**src/rtl/rob_pkg.sv**
```systemverilog
// rob_pkg: shared widths and index types for the reorder buffer
package rob_pkg;
  localparam int SCALAR  = 2;
  localparam int ROB_SZ  = 32;
  localparam int ROB_IDX = 5;
  localparam int ARF_IDX = 5;
  localparam int PRF_IDX = 6;
  typedef logic [ROB_IDX-1:0] rob_idx_t;
  typedef logic [ROB_IDX:0]   rob_cnt_t;
  typedef logic [ARF_IDX-1:0] arf_idx_t;
  typedef logic [PRF_IDX-1:0] prf_idx_t;
endpackage

```
**src/rtl/rob_if.sv**
```systemverilog
// rob_if: dispatch, completion and retire signals of the reorder buffer
interface rob_if;
  import rob_pkg::*;
  logic [SCALAR-1:0]         disp_valid;
  logic [SCALAR*ARF_IDX-1:0] disp_dest_idx;
  logic [SCALAR*PRF_IDX-1:0] disp_pdest_idx;
  logic [SCALAR-1:0]         disp_has_dest;
  logic [SCALAR-1:0]         disp_is_branch;
  logic [SCALAR*ROB_IDX-1:0] disp_rob_idx;
  logic                      disp_stall;
  logic [SCALAR-1:0]         cdb_valid;
  logic [SCALAR*ROB_IDX-1:0] cdb_rob_idx;
  logic [SCALAR-1:0]         cdb_mispredict;
  logic [SCALAR-1:0]         commit;
  logic [SCALAR-1:0]         retire_valid;
  logic [SCALAR*ARF_IDX-1:0] retire_dest_idx;
  logic [SCALAR*PRF_IDX-1:0] retire_pdest_idx;
  logic                      flush;
  rob_cnt_t                  rob_count;
  modport master (
    output disp_valid, disp_dest_idx, disp_pdest_idx, disp_has_dest, disp_is_branch,
    output cdb_valid, cdb_rob_idx, cdb_mispredict,
    input  disp_rob_idx, disp_stall, commit, retire_valid, retire_dest_idx,
    input  retire_pdest_idx, flush, rob_count
  );
  modport slave (
    input  disp_valid, disp_dest_idx, disp_pdest_idx, disp_has_dest, disp_is_branch,
    input  cdb_valid, cdb_rob_idx, cdb_mispredict,
    output disp_rob_idx, disp_stall, commit, retire_valid, retire_dest_idx,
    output retire_pdest_idx, flush, rob_count
  );
endinterface

```
**src/rtl/rob_entry.sv**
```systemverilog
// rob_entry: storage for one reorder-buffer slot with write, complete and clear
module rob_entry
  import rob_pkg::*;
(
  input  logic     clk,
  input  logic     reset,
  input  logic     clr,
  input  logic     wr,
  input  logic     wr_has_dest,
  input  logic     wr_is_branch,
  input  arf_idx_t wr_dest,
  input  prf_idx_t wr_pdest,
  input  logic     cpl,
  input  logic     cpl_mispredict,
  output logic     valid,
  output logic     complete,
  output logic     mispredict,
  output logic     has_dest,
  output arf_idx_t dest,
  output prf_idx_t pdest
);
  logic is_branch;
  always_ff @(posedge clk) begin
    if (!reset || clr) begin
      valid      <= 1'b0;
      complete   <= 1'b0;
      mispredict <= 1'b0;
    end else if (wr) begin
      valid      <= 1'b1;
      complete   <= 1'b0;
      mispredict <= 1'b0;
      has_dest   <= wr_has_dest;
      is_branch  <= wr_is_branch;
      dest       <= wr_dest;
      pdest      <= wr_pdest;
    end else if (cpl && valid) begin
      complete   <= 1'b1;
      mispredict <= cpl_mispredict && is_branch;
    end
  end
endmodule

```
**src/rtl/rob.sv**
```systemverilog
// rob: 2-wide reorder buffer retiring out-of-order completions in program order
module rob
  import rob_pkg::*;
(
  input logic  clk,
  input logic  reset,
  rob_if.slave bus
);
  rob_idx_t head, tail, head1, tail1, cidx0, cidx1;
  rob_cnt_t count;
  logic [ROB_SZ-1:0] v, c, m, hd;
  arf_idx_t dest [ROB_SZ];
  prf_idx_t pdest [ROB_SZ];
  logic [SCALAR-1:0] acc, ret;
  assign head1 = head + rob_idx_t'(1);
  assign tail1 = tail + rob_idx_t'(1);
  assign cidx0 = bus.cdb_rob_idx[0 +: ROB_IDX];
  assign cidx1 = bus.cdb_rob_idx[ROB_IDX +: ROB_IDX];
  assign bus.disp_stall = count > rob_cnt_t'(ROB_SZ - 2);
  assign acc = (bus.disp_stall || bus.flush) ? '0 : bus.disp_valid;
  assign ret[0] = v[head] && c[head];
  assign ret[1] = ret[0] && !m[head] && v[head1] && c[head1];
  assign bus.flush = (ret[0] && m[head]) || (ret[1] && m[head1]);
  assign bus.retire_valid = ret;
  assign bus.commit = ret & {hd[head1], hd[head]};
  assign bus.retire_dest_idx = {dest[head1], dest[head]};
  assign bus.retire_pdest_idx = {pdest[head1], pdest[head]};
  assign bus.disp_rob_idx = {tail1, tail};
  assign bus.rob_count = count;
  for (genvar e = 0; e < ROB_SZ; e++) begin : g_ent
    localparam rob_idx_t idx = rob_idx_t'(e);
    logic w1, c1, wr, cpl, clr;
    assign w1  = acc[1] && tail1 == idx;
    assign wr  = w1 || (acc[0] && tail == idx);
    assign c1  = bus.cdb_valid[1] && cidx1 == idx;
    assign cpl = c1 || (bus.cdb_valid[0] && cidx0 == idx);
    assign clr = bus.flush || (ret[0] && head == idx) || (ret[1] && head1 == idx);
    rob_entry u_entry (
      .clk           (clk),
      .reset         (reset),
      .clr           (clr),
      .wr            (wr),
      .wr_has_dest   (bus.disp_has_dest[w1]),
      .wr_is_branch  (bus.disp_is_branch[w1]),
      .wr_dest       (w1 ? bus.disp_dest_idx[ARF_IDX +: ARF_IDX] : bus.disp_dest_idx[0 +: ARF_IDX]),
      .wr_pdest      (w1 ? bus.disp_pdest_idx[PRF_IDX +: PRF_IDX] : bus.disp_pdest_idx[0 +: PRF_IDX]),
      .cpl           (cpl),
      .cpl_mispredict(c1 ? bus.cdb_mispredict[1] : bus.cdb_mispredict[0]),
      .valid         (v[e]),
      .complete      (c[e]),
      .mispredict    (m[e]),
      .has_dest      (hd[e]),
      .dest          (dest[e]),
      .pdest         (pdest[e])
    );
  end
  // a retiring mispredict squashes everything younger, so pointers restart at zero
  always_ff @(posedge clk) begin
    if (!reset || bus.flush) begin
      head  <= '0;
      tail  <= '0;
      count <= '0;
    end else begin
      head  <= head + rob_idx_t'(ret[0]) + rob_idx_t'(ret[1]);
      tail  <= tail + rob_idx_t'(acc[0]) + rob_idx_t'(acc[1]);
      count <= count + rob_cnt_t'(acc[0]) + rob_cnt_t'(acc[1]) - rob_cnt_t'(ret[0]) - rob_cnt_t'(ret[1]);
    end
  end
endmodule

```
**src/flat_wrapper.sv**
```systemverilog
// flat-port wrapper written by rule: the top's interface ports become plain ports
module rob_flat import rob_pkg::*;
  (clk, reset, bus_disp_valid, bus_disp_dest_idx, bus_disp_pdest_idx, bus_disp_has_dest, bus_disp_is_branch, bus_cdb_valid, bus_cdb_rob_idx, bus_cdb_mispredict, bus_disp_rob_idx, bus_disp_stall, bus_commit, bus_retire_valid, bus_retire_dest_idx, bus_retire_pdest_idx, bus_flush, bus_rob_count);
  rob_if bus_i ();
  input logic clk;
  input logic reset;
  input wire logic [$bits(bus_i.disp_valid)-1:0] bus_disp_valid;
  input wire logic [$bits(bus_i.disp_dest_idx)-1:0] bus_disp_dest_idx;
  input wire logic [$bits(bus_i.disp_pdest_idx)-1:0] bus_disp_pdest_idx;
  input wire logic [$bits(bus_i.disp_has_dest)-1:0] bus_disp_has_dest;
  input wire logic [$bits(bus_i.disp_is_branch)-1:0] bus_disp_is_branch;
  input wire logic [$bits(bus_i.cdb_valid)-1:0] bus_cdb_valid;
  input wire logic [$bits(bus_i.cdb_rob_idx)-1:0] bus_cdb_rob_idx;
  input wire logic [$bits(bus_i.cdb_mispredict)-1:0] bus_cdb_mispredict;
  output wire logic [$bits(bus_i.disp_rob_idx)-1:0] bus_disp_rob_idx;
  output wire logic [$bits(bus_i.disp_stall)-1:0] bus_disp_stall;
  output wire logic [$bits(bus_i.commit)-1:0] bus_commit;
  output wire logic [$bits(bus_i.retire_valid)-1:0] bus_retire_valid;
  output wire logic [$bits(bus_i.retire_dest_idx)-1:0] bus_retire_dest_idx;
  output wire logic [$bits(bus_i.retire_pdest_idx)-1:0] bus_retire_pdest_idx;
  output wire logic [$bits(bus_i.flush)-1:0] bus_flush;
  output wire logic [$bits(bus_i.rob_count)-1:0] bus_rob_count;
  assign bus_i.disp_valid = bus_disp_valid;
  assign bus_i.disp_dest_idx = bus_disp_dest_idx;
  assign bus_i.disp_pdest_idx = bus_disp_pdest_idx;
  assign bus_i.disp_has_dest = bus_disp_has_dest;
  assign bus_i.disp_is_branch = bus_disp_is_branch;
  assign bus_i.cdb_valid = bus_cdb_valid;
  assign bus_i.cdb_rob_idx = bus_cdb_rob_idx;
  assign bus_i.cdb_mispredict = bus_cdb_mispredict;
  assign bus_disp_rob_idx = bus_i.disp_rob_idx;
  assign bus_disp_stall = bus_i.disp_stall;
  assign bus_commit = bus_i.commit;
  assign bus_retire_valid = bus_i.retire_valid;
  assign bus_retire_dest_idx = bus_i.retire_dest_idx;
  assign bus_retire_pdest_idx = bus_i.retire_pdest_idx;
  assign bus_flush = bus_i.flush;
  assign bus_rob_count = bus_i.rob_count;
  rob u_core (.clk(clk), .reset(reset), .bus(bus_i));
endmodule
```
**config.mk**
```make
export PLATFORM = sky130hd
export DESIGN_NAME = rob_flat
export DESIGN_NICKNAME = d
export VERILOG_FILES = /design/src/rtl/rob_pkg.sv /design/src/rtl/rob_if.sv /design/src/rtl/rob_entry.sv /design/src/rtl/rob.sv /design/src/flat_wrapper.sv
export SDC_FILE = /design/constraint.sdc
export NUM_CORES = 1
export LEC_CHECK = 0
export CORE_MARGIN = 4
export CORE_UTILIZATION = 63
export DETAILED_ROUTE_END_ITERATION = 10
export PLACE_DENSITY = 0.9
export SLEW_MARGIN = 20
export SYNTH_ARGS = -nofsm -noshare
export SYNTH_HDL_FRONTEND = slang
export SYNTH_SLANG_ARGS = --single-unit
export TNS_END_PERCENT = 10
```
**constraint.sdc**
```tcl
create_clock -name clk -period 6.9 [get_ports clk]
set_input_delay 1.035 -clock clk [delete_from_list [all_inputs] [get_ports clk]]
set_output_delay 1.035 -clock clk [all_outputs]
set_load 0.01 [all_outputs]
```
Word level (Yosys, flattened, before mapping)
Index checks and enable logic that the tools add are counted.
- output and inout bits: 44
- input bits: 44
- word-level logic and storage cells: 1245
- register bits after elaboration: 528
- reduce and logical (&&, ||, !) cells: 497
- bitwise operators: 35
- add/subtract/negate cells: 10
- eq/ne operators: 186
- $lt $le $gt $ge: 37
- mux-type cells: 253
- operator list (cell ; count):
    $eq A5 B5 Y1 const B ; 96
    $logic_and A1 B1 Y1 ; 262
    $eq A5 B4 Y1 const B ; 48
    $mux W6 ; 36
    $mux W5 ; 36
    $mux W1 ; 168
    $logic_or A1 B1 Y1 ; 163
    $eq A5 B3 Y1 const B ; 24
    $lt A1 B2 Y1 const B ; 32
    $reduce_and A2 Y1 ; 32
    $reduce_or A2 Y1 ; 32
    $bmux W6 S5 ; 2
    $eq A5 B2 Y1 const B ; 12
    $bmux W5 S5 ; 2
    $bmux W1 S5 ; 8
    $not A1 Y1 ; 32
    $eq A5 B1 Y1 const B ; 6
    $logic_not A5 Y1 ; 6
    $add A5 B1 Y5 ; 4
    $add A6 B1 Y6 ; 2
    $ge A6 B6 Y1 const B ; 2
    $lt A5 B6 Y1 const B ; 2
    $not A5 Y6 ; 2
    $sub A6 B1 Y6 ; 2
    other kinds (5) ; 7

Longest topological paths before layout
- depth in word-level cells: 14
- mapped depth: 25

Cells and area by module
From an unflattened synthesis, not the netlist that was laid out.
- cells, all modules: 2419
- area, all modules: 32683.8 µm²
- by module, submodules not included (module ; times used ; cells an instance ; seq. area each (µm²) ; area an instance (µm²)):
    rob ; 1 ; 1587 ; 320.3 ; 16348.2
    rob_entry ; 32 ; 26 ; 450.4 ; 510.5

Least setup slack after synthesis
OpenSTA, ideal clock, no wires.
- kind: register to register
- start point: register u_core.head[3]
- end point: register u_core.count[5] (netlist: u_core.bus.rob_count[5])
- clock period less this slack: 5.219 ns
- library setup time: 0.117 ns
- arrival: 5.102 ns
- buffers on the path: 6
- required time: 6.783 ns
- setup slack: 1.681 ns
- cell stages (with the launch flop): 23
- cell sequence: dfxtp_1 buf_2 clkbuf_1 clkbuf_1 buf_1 and3_1 ha_1 clkinv_1 a41oi_1 nor2b_1 clkbuf_1 nand3_2 buf_2 inv_1 nor2_1 ha_1 fa_1 ha_1 fa_1 a21o_1 a21oi_1 xor2_1 nor2_1
- longest elaborated chain between the ends: 14
- elaborated cells between the ends (all ways): 28
- RTL lines (item ; line ; source):
    from (decl) ; rob.sv:9 ; rob_idx_t head, tail, head1, tail1, cidx0, cidx1;
    from (signal assigned) ; rob.sv:64 ; head <= head + rob_idx_t'(ret[0]) + rob_idx_t'(ret[1]);
    parallel branches: the longest is 5 deep, another holds $add A5 B1 Y5 ; -- ;
    $logic_and A1 B1 Y1 * ; rob.sv:22 ; assign ret[1] = ret[0] && !m[head] && v[head1] && c[head1];
    via bus_retire_valid[1] ; flat_wrapper.sv:18 ; output wire logic [$bits(bus_i.retire_valid)-1:0] bus_retire_valid;
    $logic_and A1 B1 Y1 ; rob.sv:23 ; assign bus.flush = (ret[0] && m[head]) || (ret[1] && m[head1]);
    $logic_or A1 B1 Y1 ; rob.sv:23 ;
    $logic_or A1 B1 Y1 ; rob.sv:20 ; assign acc = (bus.disp_stall || bus.flush) ? '0 : bus.disp_valid;
    $mux W2 ; rob.sv:20 ;
    $add A6 B1 Y6 (2 in series) ; rob.sv:66 ; count <= count + rob_cnt_t'(acc[0]) + rob_cnt_t'(acc[1]) - rob_cnt_t'(ret[0]) - rob_cnt_t'(ret[1]);
    $sub A6 B1 Y6 (2 in series) ; rob.sv:66 ;
    to (signal assigned) ; rob.sv:66 ;
    to (decl) ; rob.sv:10 ; rob_cnt_t count;
Mark *: on every way through the listed nets, which the timed path passes. The select of a mux whose other input is x is not followed.
A chain may end at the register's enable or synchronous reset.

Worst setup path after layout
- start point: register u_core.head[0]
- end point: output bus_commit[1]
- longest elaborated chain between the ends: 7
- elaborated cells between the ends (all ways): 19
- RTL lines (item ; line ; source):
    parallel branches: the longest is 6 deep, another holds $add A5 B1 Y5 ; -- ;
    $and A2 B2 Y2 * ; rob.sv:25 ; assign bus.commit = ret & {hd[head1], hd[head]};
    to (decl) ; flat_wrapper.sv:17 ; output wire logic [$bits(bus_i.commit)-1:0] bus_commit;
Every way passes the cells marked *. The select of a mux whose other input is x is not followed.

==> results.toml <==
[status]
status = "finished, final reports clean"

[sta]
fin_crit_sh_pct = 91.4
clock.fmax_mhz = 159
worst_pin_slew_ps = 1210
setup_ws_ps = 591
slew_headroom_pct = 19.1
hold_viol_final = 0
setup_viol = 0
fin_crit_ps = 6310
slew_violations = 0
fin_setup_tns_ps = 0
clock_skew_ps = 36.0
rsz0062_at_grt = "false"

[die]
core_um2 = 51500
die_y_um = 236
initial_core_util_pct = 63.8
io_pins = 88
die-width_um = 236
die_area_um2 = 55900
num_rows = 83

[run]
maxCapViolations = 0

[clock_network]
cts_max_level = 2
clock_sinks = 528
cts.hold.buffers_added = 0
cts_post_setup_buffers_inserted = 0
clkTransAtPathRegs_ps = 60
cts_tree = "yes"
clk_latency_ps = 660
numCtsBuffers = 55
cts_root_buffer = "clkbuf_16"
cts.repair.resized = 0
cts_buffer_depth = 3

[power_and_ir_drop]
total_power_mw = 8.32
p_per_area_nw_per_um2 = 231
leakagePower_nw = 11.1
peakVddDrop_uv = 260

[placement]
port_buffers = 87
gp_congestion = 1.08
hpwlAfterDp_um = 75200
place_ws_ps = 1290

[synth]
synth_compound_area_share_pct = 7.93
synthesis.nets = 2641
synth_area_per_cell_um2 = 12.8
synth-edff-count = 416
synth_top_family_by_area = "multiplexers"
synthMuxAreaShare_pct = 32.0
yosys_most_used_dff = "edfxtp_1"
synth-seq-cells = 528
syn-cell-area_um2 = 32900
yosys.area_share.simple_pct = 9.57
synthXorXnorAreaFrac_pct = 0.453
ys_seq_area_share_pct = 44.8
synth_cell_types = 83
async_reset_ff_share_pct = 0
syn_inst = 2569
ys_warn_count = 0
synth_adder_area_share_pct = 1.16

[setup_path]
critPathMaxFanout = 61
crit_chain = "inv_1 > ha_4 > buf_4 > mux4_2 > nand2_1 > and3_1 > a311oi_1 > a31oi_1 > nor2_1 > clkdlybuf4s50_1"
crit_slowest_cell = "buf_4"
crit_type = "reg2out"
reg2regPathDepth = 19
cpPeakStageDelay_ps = 830
path_buf_inv = 3
cp.required_ps = 5860
cp.depth = 10
cp-start-kind = "flop"
critPathLaunch = "u_core.head[0]"
crit_family = "buffers and inverters"
r2r-start = "u_core.head[0]"
end_kind = "output port"
cp.arrival_ps = 5270

[global_route]
grt_max_degree = 76
first_global_vias = 25400
grt_pass1_wl_um = 169000
globalRouteOverflowTotal = 0
antenna_found_initial = 4
grt_use_total_pct = 40.6

[layout]
nets = 2611
areaGrowthSynthToFinish_pct = 9.52
drive_above_1_share_pct = 33.9
utilization_pct = 69.9
fill_cells = 3358

[worst_hold_path]
hp-class = "reg2reg"
hold_path_depth = 2
worstHoldStart = "u_core.g_ent[8].u_entry.valid"

[route]
via_count = 25700
first_pass_iters = 9
drc = 0
ant_nets = 0
drtIter0Drc = 4503
via_per_inst = 7.87
drt_wl_total_um = 117000
wl_per_cell_um = 35.7
final cells by class:
class                           count  area, um^2  share of cell area (%)
Multi-Input combinational cell   1752       17100                    47.5
Tap cell                          680         851                    2.36
Clock inverter                     28         288                   0.800
Antenna cell                        3        7.51                  0.0209
Sequential cell                   528       14700                    41.0
Timing Repair Buffer              159        1340                    3.71
Inverter                           43         161                   0.448
Clock buffer                       74        1520                    4.22
power breakdown:
group          switching [mW]  internal [mW]
Combinational           0.952          0.688
Sequential             0.0942           3.55
Clock                    1.33           1.70
Total                    2.38           5.94
through the flow:
stage	cells	area (um^2)	hold WS [ps]
CTS	3264	36000	462
global route	3264	36000	488
detailed placement	3162	34100	452
finish	3267	36000	465
floorplan	2569	32900	435
global placement	3162	34100	450
path summary, 6_finish.rpt:
kind	end	slack (ps)
max	bus_commit[1]	590
min	u_core.g_ent[8].u_entry.valid	460
max reg2reg	u_core.bus.rob_count[5]	1170
min reg2reg	u_core.g_ent[8].u_entry.valid	460
flip-flops by register name, summed over array words and instances, names as in the netlist:
signal,cells
u_core.g_ent.u_entry.pdest,192
u_core.g_ent.u_entry.dest,160
u_core.g_ent.u_entry.complete,32
u_core.g_ent.u_entry.has_dest,32
u_core.g_ent.u_entry.is_branch,32
u_core.g_ent.u_entry.mispredict,32
u_core.g_ent.u_entry.valid,32
u_core.bus.rob_count,6
u_core.head,5
u_core.tail,5
synth_stat cells, drive strengths merged (8+ instances only):
master | number | area (um^2)
mux4 | 241 | 5430
mux2 | 422 | 4750
o211ai | 8 | 60.1
nand2 | 240 | 901
a22oi | 19 | 143
ha | 24 | 300
nor4 | 28 | 175
edfxtp | 416 | 12500
nand3 | 49 | 250
nor3 | 50 | 285
a31oi | 13 | 87.6
a32o | 8 | 80.1
a21boi | 16 | 165
buf | 88 | 581
inv | 41 | 154
mux2i | 33 | 330
nand2b | 23 | 144
nor2b | 53 | 332
nor2 | 127 | 477
or2 | 9 | 56.3
a211oi | 60 | 586
nand4 | 16 | 100
nor4b | 9 | 78.8
and2 | 13 | 81.3
a21oi | 81 | 435
xnor2 | 10 | 106
and3 | 12 | 75.1
clkbuf | 158 | 597
dfxtp | 112 | 2240
o21ai | 85 | 429
nor3b | 14 | 105
cells in the final DEF (no fill, tap or decap), types with 9 or more instances in the layout:
cell type and instances:
nand2_1 240, a211oi_2 14, a211oi_1 36, and2_1 12, and3_1 12, clkdlybuf4s50_1 67
nor3_1 37, nor3b_1 11, clkbuf_16 57, clkinv_1 14, buf_4 68, a211oi_4 10
clkbuf_1 14, nor4_1 24, mux2_1 46, a21oi_1 73, a22oi_1 19, mux2_2 376
nor2b_1 53, dfxtp_1 108, inv_1 39, edfxtp_1 416, nand3_1 48, nor3_2 12
nor4b_1 9, a31oi_1 12, nand4_1 16, xnor2_1 9, mux4_2 241, mux2i_1 33
nor2_1 127, nand2b_1 23, ha_1 23, o21ai_0 83, buf_2 20
layer usage:
| metal | GRT usage (%) | vias to the layer above | wire (um) |
|---|---|---|---|
| met1 | 51.2 | 12400 | 38300 |
| met5 | 0.952 | - | 76 |
| met2 | 60.9 | 2658 | 51100 |
| li1 | - | 9946 | - |
| met4 | 24.9 | 6 | 9660 |
| met3 | 13.8 | 676 | 17600 |
kinds of logic (layout without fill, tap and decap cells):
logic type	after synthesis	count (layout)
AO/OA/AOI/OAI	361	361
XOR/XNOR	14	14
adder cells (fa/ha/maj)	28	28
buffers and inverters	289	304
flip-flops	528	528
multiplexers	696	696
other	0	3
AND/OR/NAND/NOR	653	653
worst reg2reg max path, stage by stage, from the launching register on:
cell and delay (ps):
dfxtp_4 630, buf_4 860, mux4_2 440, nand3_1 90, o21ai_0 100, a311oi_2 440
nor2b_1 180, buf_4 270, inv_2 350, nand3_2 170, inv_1 100, nor2_1 120
ha_1 270, fa_1 370, ha_1 220, fa_1 400, a21o_1 190, a21oi_1 170
xor2_1 160, nor2_1 50
(Power assumes the default switching activity.)
